### config.mk
export PLATFORM = sky130hd
export DESIGN_NAME = mul_div_unit
export DESIGN_NICKNAME = d
export VERILOG_FILES = /design/src/rtl/mul_div_unit.sv
export SDC_FILE = /design/constraint.sdc
export NUM_CORES = 1
export LEC_CHECK = 0
export BUFFER_PORTS_ARGS = -buffer_cell sky130_fd_sc_hd__buf_4
export CORE_ASPECT_RATIO = 0.7
export CORE_UTILIZATION = 49
export CTS_CLUSTER_DIAMETER = 60
export DETAILED_ROUTE_END_ITERATION = 6
export HOLD_SLACK_MARGIN = 0.1
export PLACE_DENSITY_LB_ADDON = 0.12
export SYNTH_ARGS = -nofsm -noshare
export SYNTH_HDL_FRONTEND = slang
export SYNTH_SLANG_ARGS = --single-unit
### constraint.sdc
create_clock -name clk -period 4.4 [get_ports clk]
set_clock_uncertainty 0.1 [all_clocks]
set_input_delay 0.66 -clock clk [delete_from_list [all_inputs] [get_ports clk]]
set_output_delay 0.66 -clock clk [all_outputs]
set_load 0.05 [all_outputs]
### src/rtl/mul_div_unit.sv
// Multi-cycle multiply/divide unit with HI/LO registers.
// Shift-add multiply and restoring divide run on operand magnitudes; signs are fixed up in a final cycle.
module mul_div_unit #(
   parameter int WIDTH = 32
) (
   input  logic             clk,
   input  logic             resetN,
   input  logic [WIDTH-1:0] srcA,
   input  logic [WIDTH-1:0] srcB,
   input  logic [2:0]       op,
   input  logic             start,
   output logic             busy,
   output logic [WIDTH-1:0] hi,
   output logic [WIDTH-1:0] lo
);
   localparam int CW = $clog2(WIDTH);
   localparam logic [CW-1:0] LAST = CW'(WIDTH - 1);

   typedef enum logic [1:0] {IDLE, RUN, FIX} stateT;

   stateT            stateReg, stateNext;
   logic [CW-1:0]    countReg;
   logic             isDivReg, negResReg, negRemReg, divZeroReg;
   logic [WIDTH-1:0] origAReg, operandReg, accHiReg, accLoReg;
   logic [WIDTH-1:0] hiReg, loReg;

   logic               accept, signedOp;
   logic [WIDTH-1:0]   magA, magB;
   logic [WIDTH:0]     mulSum, mulPick, divShift, divDiff;
   logic [WIDTH-1:0]   iterHi, iterLo;
   logic [2*WIDTH-1:0] prodFix;
   logic [WIDTH-1:0]   fixHi, fixLo;

   assign accept   = (stateReg == IDLE) && start && !op[2];
   assign signedOp = !op[0];
   assign magA     = (signedOp && srcA[WIDTH-1]) ? (~srcA + WIDTH'(1)) : srcA;
   assign magB     = (signedOp && srcB[WIDTH-1]) ? (~srcB + WIDTH'(1)) : srcB;

   always_comb begin
      stateNext = stateReg;
      case (stateReg)
         IDLE:    if (accept) stateNext = RUN;
         RUN:     if (countReg == LAST) stateNext = FIX;
         FIX:     stateNext = IDLE;
         default: stateNext = IDLE;
      endcase
   end

   // accHi/accLo hold {partial product, multiplier} or {remainder, dividend/quotient}
   always_comb begin
      mulSum   = {1'b0, accHiReg} + {1'b0, operandReg};
      mulPick  = accLoReg[0] ? mulSum : {1'b0, accHiReg};
      divShift = {accHiReg, accLoReg[WIDTH-1]};
      divDiff  = divShift - {1'b0, operandReg};
      if (isDivReg) begin
         iterHi = divDiff[WIDTH] ? divShift[WIDTH-1:0] : divDiff[WIDTH-1:0];
         iterLo = {accLoReg[WIDTH-2:0], !divDiff[WIDTH]};
      end else begin
         iterHi = mulPick[WIDTH:1];
         iterLo = {mulPick[0], accLoReg[WIDTH-1:1]};
      end
   end

   always_comb begin
      prodFix = {accHiReg, accLoReg};
      if (negResReg) prodFix = -prodFix;
      fixHi = prodFix[2*WIDTH-1:WIDTH];
      fixLo = prodFix[WIDTH-1:0];
      if (isDivReg) begin
         if (divZeroReg) begin
            fixHi = origAReg;
            fixLo = '1;
         end else begin
            fixHi = negRemReg ? -accHiReg : accHiReg;
            fixLo = negResReg ? -accLoReg : accLoReg;
         end
      end
   end

   always_ff @(posedge clk or negedge resetN) begin
      if (!resetN) begin
         stateReg   <= IDLE;
         countReg   <= '0;
         isDivReg   <= 1'b0;
         negResReg  <= 1'b0;
         negRemReg  <= 1'b0;
         divZeroReg <= 1'b0;
         origAReg   <= '0;
         operandReg <= '0;
         accHiReg   <= '0;
         accLoReg   <= '0;
         hiReg      <= '0;
         loReg      <= '0;
      end else begin
         stateReg <= stateNext;
         case (stateReg)
            IDLE: begin
               if (accept) begin
                  countReg   <= '0;
                  isDivReg   <= op[1];
                  negResReg  <= signedOp && (srcA[WIDTH-1] ^ srcB[WIDTH-1]);
                  negRemReg  <= signedOp && srcA[WIDTH-1];
                  divZeroReg <= (srcB == '0);
                  origAReg   <= srcA;
                  operandReg <= magB;
                  accHiReg   <= '0;
                  accLoReg   <= magA;
               end else if (start && op == 3'b100) begin
                  hiReg <= srcA;
               end else if (start && op == 3'b101) begin
                  loReg <= srcA;
               end
            end
            RUN: begin
               // counter parks at its last value rather than wrapping
               if (countReg != LAST) countReg <= countReg + CW'(1);
               accHiReg <= iterHi;
               accLoReg <= iterLo;
            end
            FIX: begin
               hiReg <= fixHi;
               loReg <= fixLo;
            end
            default: ;
         endcase
      end
   end

   assign busy = (stateReg != IDLE);
   assign hi   = hiReg;
   assign lo   = loReg;
endmodule

==> impl_metrics.env, run 1 <==
export IMPL_required_ns=4.74
export IMPL_dr_first_iter_drc_count=1975
export IMPL_yosysWarnings=0
export IMPL_antenna_found_initial=0
export IMPL_antenna_cells=0
export IMPL_worstPathCellList="inv_1, ha_1, fa_1, nand2b_1, a21oi_1, o2111ai_1, a21oi_1, mux2i_1, or2_2, a221o_1, a32o_1"
export IMPL_dr_pass1_iters=6
export IMPL_portBuffers=134
export IMPL_syn_avg_cell_area_um2=7.782
export IMPL_cpMaxStageDelayCell="or2_2"
export IMPL_cp_common_cell="a21oi_1"
export IMPL_grt_pass1_wl_um=90810
export IMPL_dr_total_vias=16700
export IMPL_hold_slack_ns=0.07390
export IMPL_post_route_util=0.5729
export IMPL_cap_violations=0
export IMPL_clkPwrFrac=0.114
export IMPL_cts_setup_buffers=0
export IMPL_synth_top_area_frac=0.3059
export IMPL_ys_ff_latch=203
export IMPL_layout_drive_gt1_share=0.1216
export IMPL_fin_nets=2335
export IMPL_synthTopCellsByCount="348 x nand2_1, 229 x o21ai_0, 203 x dfrtp_1"
export IMPL_areaGrowthSynthToFinish_pct=13.25
export IMPL_gp_congestion=0.9821
export IMPL_internal_power_w=0.008715
export IMPL_report_final_slew_viol_count=0
export IMPL_post_route_min_period_ns=4.054
export IMPL_coreArea_um2=32830
export IMPL_groute_usage_overall=0.3359
export IMPL_htree_num_levels=1
export IMPL_finalSetupTns_ns=0
export IMPL_status="finished clean"
export IMPL_power_frac_seq=0.210
export IMPL_clk_pin_slew_ns=0.06
export IMPL_combPwrFrac=0.676
export IMPL_viasPerCell=6.328
export IMPL_n_fill_cell=3084
export IMPL_path_max_fanout=22
export IMPL_grt_max_degree=99
export IMPL_synth_top_area_cell="dfrtp_1"
export IMPL_syn_nets=2276
export IMPL_fmax_mhz=246.7
export IMPL_synth_area_top_cells="dfrtp_1 31%, nand2_1 7.9%, o21ai_0 6.9%"
export IMPL_initial_core_util=0.5059
export IMPL_synth_cells=2134
export IMPL_synthDistinctLibCells=77
export IMPL_grt_overflow_total=0
export IMPL_io_pins=135
export IMPL_postCtsHoldBufs=0
export IMPL_switchingPower_w=0.009716
export IMPL_root_buffer="clkbuf_16"
export IMPL_clock_path_buffers=3
export IMPL_grt_pass1_vias=15080
export IMPL_placedCellCount=2593
export IMPL_crit_type="flip-flop to flip-flop"
export IMPL_syn_area_um2=16610
export IMPL_numCtsBuffers=25
export IMPL_hp_class="primary input to asynchronous set/reset pin"
export IMPL_slew_headroom=0.1415
export IMPL_critical_path_max_stage_delay_ns=0.56
export IMPL_drc=0
export IMPL_rsz0062_at_grt="no"
export IMPL_swShare=0.5272
export IMPL_arrival_ns=4.39
export IMPL_route_antenna_remaining_nets=0
export IMPL_cts_num_sinks=203
export IMPL_ys_seq_area_frac=0.3059
export IMPL_fp_dieW_um=222.0
export IMPL_endpoint_kind="flip-flop"
export IMPL_setup_viol=0
export IMPL_fin_crit_sh=0.9213
export IMPL_routed_wl_um=58580
export IMPL_instances_no_fill=2639
export IMPL_p_leak_nw=8.085
export IMPL_rows=55
export IMPL_synth_flop_cell="dfrtp_1"
export IMPL_dp_hpwl_um=42650
export IMPL_worst_pin_slew_ns=1.283
export IMPL_dieArea_um2=34640
export IMPL_synth_most_common_cell="nand2_1"
export IMPL_synth_edf_count=0
export IMPL_cts_resized=0
export IMPL_hold_viol_final=0
export IMPL_wl_per_cell_um=22.20
export IMPL_p_per_area_nw_per_um2=980.0
export IMPL_start_kind="flip-flop"
export IMPL_die_h_um=156.0
export IMPL_cts_tree="built"
export IMPL_synth_async_reset_ratio=1.000
export IMPL_ir_drop_mv=0.7001
export IMPL_clk_latency_ns=0.56
## layout by cell type (no fill, tap or decap), types with 6 or more instances in the layout
cell type	count
o21bai_1	7
or4_1	10
a211oi_1	21
and2_1	6
a21oi_1	136
and3_1	16
ha_1	70
nor3_1	38
nor2_1	123
nor2b_1	22
inv_1	67
nand2_1	348
mux2i_1	56
dfrtp_1	201
a221oi_1	14
o211ai_1	38
o41ai_1	6
clkbuf_16	25
o221ai_1	12
o21ai_0	229
xor2_1	81
nand4_1	23
a31oi_1	39
or2_2	8
nand2b_1	15
nor4_1	10
nand3_1	23
or3_1	23
a22o_1	11
xnor2_1	120
buf_4	191
o22ai_1	41
a21o_1	20
o31ai_1	29
o21a_1	11
## critical path, delay by kind of cell (launching register included)
| kind | cells | cell delay, ns |
|---|---|---|
| AOI/OAI and AO/OA | 5 | 1.65 |
| DFF | 1 | 0.49 |
| buffers and inverters | 1 | 0.11 |
| and+or+nand+nor | 2 | 0.75 |
| adders and majority gates | 2 | 0.65 |
| muxes | 1 | 0.18 |
## cell families after synthesis
logic type	synth area share
AND/OR/NAND/NOR	0.1920
XOR/XNOR	0.1070
buffers and inverters	0.05296
multiplexers	0.03714
adder cells (fa/ha/maj)	0.05515
AO/OA/AOI/OAI	0.2498
flip-flops	0.3059
## power groups by stage
stage / clock, W / sequential [W] / combinational, W
after floorplan: 0 / 0.00424 / 0.00838
after global placement: 0 / 0.00382 / 0.0121
after detailed placement: 0 / 0.00386 / 0.0121
after CTS: 0.00213 / 0.00384 / 0.0122
after global routing: 0.00219 / 0.00398 / 0.0136
final: 0.00210 / 0.00388 / 0.0125
## sequential cells by signal, indices dropped and copies added (netlist names)
register	cells
accHiReg	32
accLoReg	32
hi	32
lo	32
operandReg	32
origAReg	32
countReg	5
stateReg	2
divZeroReg	1
isDivReg	1
negRemReg	1
negResReg	1
## layer usage
layer	up-vias	GRT usage	routed length (um)
li1	7762	-	-
met1	7993	0.5317	28350
met2	860	0.4626	23130
met3	84	0.05706	5762
met4	0	0.08003	1332
met5	-	0	0
## path summary, 6_finish.rpt
path,slack (ns),startpoint,to,cells past startpoint
max reg2reg,0.35,accLoReg[31]$_DFFE_PN0P_,accHiReg[28]$_DFFE_PN0P_,11
min in group clk,0.26,srcA[13],origAReg[13]$_DFFE_PN0P_,3
max,0.35,accLoReg[31]$_DFFE_PN0P_,accHiReg[28]$_DFFE_PN0P_,11
min reg2reg,0.38,origAReg[18]$_DFFE_PN0P_,origAReg[18]$_DFFE_PN0P_,2
max in group asynchronous,3.09,resetN,lo[18]$_DFFE_PN0P_,2
min,0.07,resetN,accHiReg[8]$_DFFE_PN0P_,1
## per-stage QoR
stage	total power, W	area (um2)	setup WS, ns
floorplan	0.01262	16610	1.059
global placement	0.01589	17990	0.5812
detailed placement	0.01600	17990	0.4913
CTS	0.01818	18810	0.4396
global route	0.01977	18810	0.1245
finish	0.01843	18810	0.3465
## cell type report
cell class	count	area, um2	area share
inverter	68	255.2	0.01357
tap	427	534.3	0.02841
clock buffer	33	695.7	0.03699
timing repair buffer	192	1448	0.07697
sequential	203	5085	0.2704
multi-input combinational	1703	10670	0.5674
clock inverter	13	118.9	0.006320
Note: power is estimated with default switching activity, not from simulation.
==> run 2: changes to the inputs <==
ABC_AREA = 1   (was default)
==> run 2 against run 1 <==
  * The flow now finishes with violations (design-rule violations)
  * Via count up 44%
  * Final cell count up 52%
  * Die area up 18%
  * Critical path depth up 4
  * Non-clock buffer count down 28
  * Synthesized cell count up 59%
  * Utilization down 0.71 points
  * Sequential share of layout area down 3.9 points
  * Combinational power up 22%
  * Sequential power up 5.4%
  * Critical endpoint is now accHiReg[13]$_DFFE_PN0P_
==> impl_metrics.env, run 2 <==
export IMPL_worst_pin_slew_ns=1.025
export IMPL_n_fill_cell=3974
export IMPL_r2r_slack_ns=0.97
export IMPL_io_pins=135
export IMPL_fmax_mhz=291.8
export IMPL_p_leak_nw=11.43
export IMPL_fp_dieW_um=241.0
export IMPL_routed_wl_um=90250
export IMPL_rows=60
export IMPL_synth_area_top_cells="dfrtp_1 26%, nand2_1 21%, nor2_1 9.4%"
export IMPL_slew_headroom=0.3097
export IMPL_synth_async_reset_ratio=1.000
export IMPL_synth_top_area_cell="dfrtp_1"
export IMPL_grt_pass1_vias=21260
export IMPL_report_final_slew_viol_count=0
export IMPL_p_per_area_nw_per_um2=997.5
export IMPL_synthDistinctLibCells=48
export IMPL_yosysWarnings=0
export IMPL_path_max_fanout=32
export IMPL_areaGrowthSynthToFinish_pct=12.34
export IMPL_hold_viol_final=0
export IMPL_synthTopCellsByCount="1082 x nand2_1, 490 x nor2_1, 406 x inv_1"
export IMPL_mostFrequentLayoutCells="1082 x nand2_1, 487 x nor2_1, 404 x inv_1"
export IMPL_total_power_w=0.02195
export IMPL_reg2reg_from="accLoReg[31]$_DFFE_PN0P_"
export IMPL_arrival_ns=3.78
export IMPL_hp_class="primary input to asynchronous set/reset pin"
export IMPL_coreArea_um2=38890
export IMPL_postCtsHoldBufs=0
export IMPL_cp_endpoint="accHiReg[13]$_DFFE_PN0P_"
export IMPL_final_common_cell="nand2_1"
export IMPL_gp_congestion=1.136
export IMPL_r2r_end="accHiReg[13]$_DFFE_PN0P_"
export IMPL_endpoint_kind="flip-flop"
export IMPL_syn_avg_cell_area_um2=5.776
export IMPL_swShare=0.6058
export IMPL_antenna_found_initial=1
export IMPL_initial_core_util=0.5036
export IMPL_clock_path_buffers=3
export IMPL_layout_drive_gt1_share=0.07714
export IMPL_cts_num_sinks=203
export IMPL_wl_per_cell_um=22.54
export IMPL_dieArea_um2=40790
export IMPL_worstPathCellList="inv_1, ha_1, fa_1, nor2_1, o21ai_1, nand2_1, nand2_1, nand2_2, nand2_4, nand3_1, nand2_2, nand2_1, nand3_1, nand2_1, nand2_1"
export IMPL_setup_viol=0
export IMPL_r2r_cells=15
export IMPL_die_h_um=169.3
export IMPL_htree_num_levels=1
export IMPL_required_ns=4.75
export IMPL_cts_resized=0
export IMPL_combPwrFrac=0.697
export IMPL_route_antenna_remaining_nets=0
export IMPL_grt_overflow_total=0
export IMPL_post_route_min_period_ns=3.427
export IMPL_synth_edf_count=0
export IMPL_critical_path_startpoint="accLoReg[31]$_DFFE_PN0P_"
export IMPL_synth_top_area_frac=0.2594
export IMPL_rsz0062_at_grt="no"
export IMPL_clk_pin_slew_ns=0.07
export IMPL_clk_latency_ns=0.59
export IMPL_drc=22
export IMPL_clkPwrFrac=0.117
export IMPL_dp_hpwl_um=70670
export IMPL_finalSetupTns_ns=0
export IMPL_ir_drop_mv=0.5302
export IMPL_internal_power_w=0.008651
export IMPL_groute_usage_overall=0.4340
export IMPL_cts_tree="built"
export IMPL_syn_area_um2=19590
export IMPL_start_kind="flip-flop"
export IMPL_syn_nets=3533
export IMPL_synth_most_common_cell="nand2_1"
export IMPL_ys_seq_area_frac=0.2594
export IMPL_status="finished, violations left"
export IMPL_synth_cells=3391
export IMPL_ys_ff_latch=203
export IMPL_root_buffer="clkbuf_16"
export IMPL_switchingPower_w=0.01330
export IMPL_grt_max_degree=95
export IMPL_power_frac_seq=0.186
export IMPL_cp_common_cell="nand2_1"
export IMPL_crit_type="flip-flop to flip-flop"
export IMPL_dr_pass1_iters=7
export IMPL_dr_first_iter_drc_count=3782
export IMPL_portBuffers=134
export IMPL_synth_flop_cell="dfrtp_1"
export IMPL_cpMaxStageDelayCell="dfrtp_1"
export IMPL_grt_pass1_wl_um=131900
export IMPL_numCtsBuffers=28
export IMPL_cap_violations=0
export IMPL_critical_path_max_stage_delay_ns=0.51
export IMPL_fin_crit_sh=0.7789
export IMPL_cts_setup_buffers=0
export IMPL_dr_total_vias=23990
export IMPL_viasPerCell=5.991
export IMPL_fin_nets=3595
export IMPL_violations="design-rule violations"
-- run 2: changes by cell type in the layout (fill, tap and decap cells not counted), sizes merged, moves of 28 or more --
cell / change
nand3: +235
nand2: +743
xor2: -45
buf: -28
a21oi: +117
inv: +348
mux2i: -56
o22ai: -38
xnor2: -100
nor2: +379
-- run 2: routing by layer --
metal,part of all wire,track usage,vias up
li1,-,-,10960
met1,0.43,0.6487,11180
met4,0.016,0.07072,0
met5,0,0,-
met3,0.20,0.2469,135
met2,0.35,0.5250,1708
-- run 2: critical path: cells and delay by family (launching register included) --
family / cells / cell delay, ns
compound gates: 1 / 0.08
flops: 1 / 0.51
buf+inv: 1 / 0.17
fa+ha+maj: 2 / 0.66
simple gates: 11 / 1.77
-- run 2: worst min path at each step --
stage                     slack (ns)                    endpoint                     from
after floorplan                 0.26     accHiReg[0]$_DFFE_PN0P_                   resetN
after global placement          0.36     origAReg[2]$_DFFE_PN0P_  origAReg[2]$_DFFE_PN0P_
after detailed placement        0.37     origAReg[9]$_DFFE_PN0P_  origAReg[9]$_DFFE_PN0P_
after CTS                       0.12  operandReg[28]$_DFFE_PN0P_                   resetN
after global routing            0.12  operandReg[30]$_DFFE_PN0P_                   resetN
final                           0.04  operandReg[30]$_DFFE_PN0P_                   resetN
-- run 2: layout make-up --
type	instances	area [um2]	share of cell area
multi-input combinational	2642	12410	0.5640
sequential	203	5085	0.2311
inverter	414	1555	0.07069
timing repair buffer	164	1250	0.05681
clock buffer	30	739.5	0.03361
tap	527	659.4	0.02997
clock inverter	21	296.5	0.01348
antenna	3	7.507	0.0003412
-- run 2: logic make-up after synthesis --
kind of cell / after synthesis / synth area share
flip-flops: 203 / 0.2594
XOR/XNOR: 57 / 0.02549
AO/OA/AOI/OAI: 574 / 0.1549
buffers and inverters: 546 / 0.1080
adder cells (fa/ha/maj): 72 / 0.04676
AND/OR/NAND/NOR: 1939 / 0.4055
-- run 2: through the flow --
stage                     utilization  hold slack, ns  setup slack (ns)  instance area (um2)  cells
after CTS                      0.5656          0.1229             1.119                21990   4001
final                          0.5658         0.04111            0.9727                22000   4004
after floorplan                     -          0.2644             1.999                19590   3391
after global routing           0.5656          0.1240            0.8493                21990   4001
after detailed placement       0.5390          0.3684             1.130                20960   3950
after global placement         0.5390          0.3649             1.236                20960   3950
-- run 2: power by group through the flow --
stage	Sequential, W	Combinational, W	Clock (W)
after floorplan	0.00440	0.00935	0
final	0.00409	0.0153	0.00256
after global routing	0.00413	0.0164	0.00262
after detailed placement	0.00400	0.0145	0
after global placement	0.00395	0.0143	0
after CTS	0.00398	0.0146	0.00255
